==> src/rtl/dpram_fifo_ctrl.sv <==
// First-word-fall-through FIFO controller around an external dual-port RAM with
// registered read; a 2-entry head/skid stage hides the read latency.
module dpram_fifo_ctrl #(
  parameter int ADRW = 8,
  parameter int DATW = 8
) (
  input  logic            clock,
  input  logic            reset,
  input  logic            in_valid,
  output logic            in_ready,
  input  logic [DATW-1:0] in_data,
  output logic            out_valid,
  input  logic            out_ready,
  output logic [DATW-1:0] out_data,
  output logic [ADRW+1:0] count,
  output logic            ram_wren_a,
  output logic [ADRW-1:0] ram_address_a,
  output logic [DATW-1:0] ram_data_a,
  output logic            ram_wren_b,
  output logic [ADRW-1:0] ram_address_b,
  input  logic [DATW-1:0] ram_q_b
);

  localparam logic [ADRW:0] RAM_FULL = {1'b1, {ADRW{1'b0}}};

  logic [ADRW:0]   wptr, rptr, ro;
  logic            rd_pend;
  logic [1:0]      oc, oc_next;
  logic [DATW-1:0] head, skid;
  logic            push, pop, issue, head_free;
  logic [2:0]      inflight;

  // One spare pointer bit distinguishes a full RAM from an empty one.
  assign ro       = wptr - rptr;
  assign in_ready = !reset && (ro != RAM_FULL);
  assign push     = in_valid && in_ready;

  assign ram_wren_a    = push;
  assign ram_address_a = wptr[ADRW-1:0];
  assign ram_data_a    = in_data;
  assign ram_wren_b    = 1'b0;
  assign ram_address_b = rptr[ADRW-1:0];

  assign out_valid = (oc != 2'd0);
  assign out_data  = head;
  assign pop       = out_valid && out_ready;

  // Words already owed to the output stage after this cycle's pop; never
  // underflows because a pop needs oc >= 1.
  assign inflight = {1'b0, oc} + {2'b00, rd_pend} - {2'b00, pop};
  assign issue    = (ro != '0) && (inflight < 3'd2);

  assign oc_next   = oc + {1'b0, rd_pend} - {1'b0, pop};
  assign head_free = (oc == 2'd0) || (oc == 2'd1 && pop);

  assign count = {1'b0, ro} + {{(ADRW+1){1'b0}}, rd_pend} + {{ADRW{1'b0}}, oc};

  // NOTE: sequential state uses non-blocking assignments so every register
  // samples pre-edge values regardless of statement order.
  always_ff @(posedge clock or posedge reset) begin
    if (reset) begin
      wptr    <= '0;
      rptr    <= '0;
      rd_pend <= 1'b0;
    end else begin
      if (push)  wptr <= wptr + (ADRW+1)'(1);
      if (issue) rptr <= rptr + (ADRW+1)'(1);
      rd_pend <= issue;
    end
  end

  // NOTE: only the small output stage is reset; the RAM array keeps stale
  // data, which is harmless because the pointers define what is valid.
  always_ff @(posedge clock or posedge reset) begin
    if (reset) begin
      oc   <= 2'd0;
      head <= '0;
      skid <= '0;
    end else begin
      oc <= oc_next;
      if (pop && oc == 2'd2) head <= skid;
      if (rd_pend) begin
        if (head_free) head <= ram_q_b;
        else           skid <= ram_q_b;
      end
    end
  end

endmodule

==> config.mk <==
export PLATFORM = sky130hd
export DESIGN_NAME = dpram_fifo_ctrl
export DESIGN_NICKNAME = d
export VERILOG_FILES = /design/src/rtl/dpram_fifo_ctrl.sv
export SDC_FILE = /design/constraint.sdc
export NUM_CORES = 1
export LEC_CHECK = 0
export CAP_MARGIN = 20
export CORE_MARGIN = 2
export CORE_UTILIZATION = 45
export CTS_CLUSTER_DIAMETER = 120
export DETAILED_ROUTE_END_ITERATION = 8
export PLACE_DENSITY = 0.85
export SETUP_SLACK_MARGIN = 0.3
export SYNTH_ARGS = -nofsm -noshare
export SYNTH_HDL_FRONTEND = slang
export SYNTH_SLANG_ARGS = --single-unit
==> constraint.sdc <==
create_clock -name clock -period 2.9 [get_ports clock]
set_clock_uncertainty 0.05 [all_clocks]
set_input_delay 0.435 -clock clock [delete_from_list [all_inputs] [get_ports clock]]
set_output_delay 0.435 -clock clock [all_outputs]
set_load 0.03 [all_outputs]
Word-level counts from Yosys, hierarchy flattened
Index checks and enable logic that the tools add are counted.

word-level totals
  logic and storage cells = 35
  flip-flop bits (word level) = 37
  input bits = 20

operators by class
  bitwise gates (word level) = 1
  equal/unequal tests = 3
  muxes and demuxes = 3
  order comparisons = 1
  add/sub/neg operators = 9
  reduce and logical (&&, ||, !) cells = 12

operator list
  operator               number
  $mux W8                3
  $add A9 B1 Y9 const B  2
  $add A10 B2 Y10        1
  $add A9 B1 Y10         1
  $ne A9 B9 Y1 const B   1
  $reduce_bool A9 Y1     1
  $sub A9 B9 Y9          1
  $logic_and A1 B1 Y1    6
  $add A2 B1 Y3          1
  $lt A3 B2 Y1 const B   1
  $sub A3 B1 Y3          1
  $add A2 B1 Y2          1
  $eq A2 B1 Y1 const B   1
  $eq A2 B2 Y1 const B   1
  $logic_not A2 Y1       1
  $reduce_and A2 Y1      1
  $reduce_bool A2 Y1     1
  $sub A2 B1 Y2          1
  $logic_not A1 Y1       1
  $logic_or A1 B1 Y1     1
  $not A1 Y1             1

Longest topological paths before layout
  word-level depth = 6
  mapped depth = 14
  gate-level depth less buffers = 12

Worst setup path before layout
OpenSTA, ideal clock, no wires.

  path type = register to output
  start point = register wptr[0]
  end point = output count[9]
  setup slack = -0.402 ns
  cell stages (with the launch flop) = 12
  arrival = 2.817 ns
  cells stage by stage = dfrtp_1 > inv_1 > ha_1 > inv_1 > fa_1 > a21o_2 > a21oi_1 > xnor2_1 > nand2_1 > nor2_1 > nand3_1 > nor3b_1

on the way
  cells in the longest elaborated chain, start to end = 3

RTL lines
  what                      line  RTL
  start: declaration        26    logic [ADRW:0] wptr, rptr, ro;
  start signal: assignment  66    if (push) wptr <= wptr + (ADRW+1)'(1);
  $sub A9 B9 Y9             34    assign ro = wptr - rptr;
  $add A9 B1 Y10            56    assign count = {1'b0, ro} + {{(ADRW+1){1'b0}}, rd_pend} + {{ADRW{1'b0}}, oc};
  $add A10 B2 Y10           56
  end: declaration          15    output logic [ADRW+1:0] count,

No other way between the ends.

Final worst setup path
Same ends and word-level chain as after synthesis.

==> impl_results.md <==
- Status: complete, but fails checks
- Failing checks: setup timing
- Min-delay worst type: reg2reg
- Area Overhead vs Synth: 58.56%
- DP Worst Slack: -0.4516 ns
- Final Hold Fails: 0
- Final period util: 112.6%
- Htree depth: 2
- Largest net degree at the start of global routing: 38
- Crit path arrival time: ~2.8 ns
- Placement Rows: 27
- CTS tree: yes
- Clk_lat worst skew: between 0.3 and 0.4 ns
- Crit path max-delay family: buffers and inverters
- Syn Area/Cell: around 10 um2
- Commonest cells in the netlist: dfrtp_1 (37), buf_4 (27), inv_1 (20), nand2_1 (17), xor2_1 (16)
- Slowest Stage Delay on Critical Path: approximately 0.40 ns
- Vias: around 2.3k
- Post-synthesis cell count: 260
- Max FO, Critical Path: 2
- Initial core utilization: roughly 47%
- DR iter-0 viols: ~130
- Number of max-cap violations: 0
- Die Span X: ~80 um
- Post-route antenna net violation count: 0
- Final nets: ~400
- Longest Clk Path Bufs: 2
- Worst path cell trace: inv_2, ha_4, inv_2, fa_2, a21o_4, a21oi_4, xnor2_2, buf_4, nand2_4, buf_6, nor2_4, nand3_4, nor3b_4, buf_6
- Clock buffer count from CTS: 5
- Antenna cell count: 0
- Ratio of routed vias to standard cells: 5.416
- Worst-Margin Slew: approximately 0.57 ns
- Drt first pass iters: 4
- Slew HR: between 60 and 70%
- Die H: roughly 80 um
- Setup violations, final: 21
- Synth top area cells: dfrtp_1 (35%), buf_4 (7.8%), ha_1 (6.7%)
- Ys async rst share: 100.0%
- Gr ovfl total: 0
- Top cell type by total area after synthesis: dfrtp_1
- First-pass GRT wire length: roughly 12000 um
- Most common cell in the netlist: dfrtp_1
- Drt wl/cell: about 18 um
- Slowest stage cell, crit path: dfrtp_1
- Boundary pin count: between 60 and 70
- Die area: 6437 um2
- Fin crit period: approximately 3.3 ns
- DRT Wirelength: around 8000 um
- Fin. max-slew vios: 0
- Start point of the critical path: wptr[0]$_DFFE_PP0P_
- Kind of critical path: reg2out
- Clock Sinks: 37
- RSZ-0062 raised after global routing: yes
- CP Data Required Time: between 2 and 2.5 ns
- Clk slew on worst S/H paths: 0.08 ns
- DRC Markers: 0
- Synth warn: 0
- Crit end category: output pin
- Type of origin of the critical path: flip-flop
- Post-synth top flop: dfrtp_1
- EDFF count, synth: 0
- Max Clock Freq: roughly 310 MHz
- Layout cells sized above 1: 47.49%
- Yosys reg bits: 37
- Post-synthesis sequential area ratio: between 30% and 40%
- Post-Syn Nets: just under 300
- Tot GR Track Use: between 20% and 30%
- Root buffer cell: clkbuf_8
- Initial antenna violation count: 0
- I/O Buffers: 48
- Yosys cell types: 47
- Worst Min Path Start: rptr[8]$_DFFE_PP0P_
- Synthesized cell area: ~2600 um2
- Core Area: between 5000 and 6000 um2
- Reg-to-reg startpoint: wptr[0]$_DFFE_PP0P_
- Vias in the first global route: 2435
- Final Wtd Congestion: 0.8895
- HPWL after DPL: slightly below 5000 um
- Fin worst setup slack: -0.3666 ns
- Yosys top cell area share: between 30% and 40%
- Worst path bufs/invs: 5
==> sequential cells by signal (all words and copies together), names as in the netlist <==
register,cells
out_data,8
wptr,9
skid,8
oc,2
rptr,9
rd_pend,1
==> worst reg2reg max path, delay by kind of cell (launching register included) <==
| family | cells | cell delay [ns] |
|---|---|---|
| adder cells (fa/ha/maj) | 2 | 0.51 |
| flip-flops | 1 | 0.40 |
| AND/OR/NAND/NOR | 5 | 1.16 |
| AO/OA/AOI/OAI | 1 | 0.16 |
| XOR/XNOR | 1 | 0.16 |
| buffers and inverters | 5 | 0.51 |
==> logic make-up (layout without fill, tap and decap cells) <==
family	Yosys count	after routing	share of synthesized area [%]
simple gates	74	74	16.41
buf+inv	53	151	11.87
flops	37	37	35.41
xor+xnor	30	30	10.33
compound gates	29	29	8.708
fa+ha+maj	18	18	9.761
mux	18	18	7.369
other cells	1	1	0.1434
==> layout by cell type, fill, tap and decap left out, drive strengths merged, types with 5 or more instances in the layout <==
cell type,instances
ha,14
clkdlybuf4s50,36
nor2,9
dfrtp,37
mux2i,8
xnor2,14
nand2,17
inv,21
a21oi,8
nor3,8
nor4,6
buf,86
o21ai,10
xor2,16
clkbuf,5
nand3,13
mux2,10
==> area by class of cell <==
cell class	instances	area (um2)
multi-input combinational	170	1833
timing repair buffer	123	1125
fill	340	1428
clock inverter	3	21.27
tap	72	90.09
sequential	37	925.9
inverter	20	82.58
clock buffer	5	68.82
==> metrics by stage <==
| stage | cell area (um2) | hold slack, ns | setup TNS [ns] | utilization, % | std cells |
|---|---|---|---|---|---|
| 6_report | 4146 | 0.4377 | -3.531 | 74.39 | 430 |
| 5_1_grt | 4146 | 0.4578 | -5.405 | 74.39 | 430 |
| 4_1_cts | 3984 | 0.4433 | -2.550 | 71.47 | 423 |
| 3_5_place_dp | 3598 | 0.4272 | -1.534 | 64.56 | 406 |
| 3_3_place_gp | 3598 | 0.4279 | -0.9522 | 64.56 | 406 |
| 2_1_floorplan | 2863 | 0.4076 | -0.3591 | - | 260 |
==> path summary, 6_finish.rpt <==
path / to / slack (ns) / depth (start not counted)
worst max-delay path: count[9] / -0.37 / 14
worst min-delay path: rptr[8]$_DFFE_PP0P_ / 0.44 / 1
worst max register to register: rptr[6]$_DFFE_PP0P_ / -0.16 / 14
worst min register to register: rptr[8]$_DFFE_PP0P_ / 0.44 / 1
max in group asynchronous: out_data[3]$_DFF_PP0_ / 1.56 / 3
min in group asynchronous: rptr[0]$_DFFE_PP0P_ / 0.91 / 3
==> routing by layer <==
layer	part of all wire, %	GRT usage, %
met1	38	27.81
met4	4.3	13.05
met5	0	0
met3	5.1	3.708
met2	53	41.83
==> repair_timing <==
| item | in CTS | in global routing |
|---|---|---|
| pin swaps | 32 | 22 |
| gates cloned | 0 | 0 |
| setup endpoints to repair | 31 | 31 |
| resized for setup | 59 | 25 |
| hold buffers | 0 | 0 |
| buffers inserted | 9 | 7 |
Power is left out: the tool's default activity adds up to more than one toggle a clock period on the data nets, which glitch-free logic cannot reach.
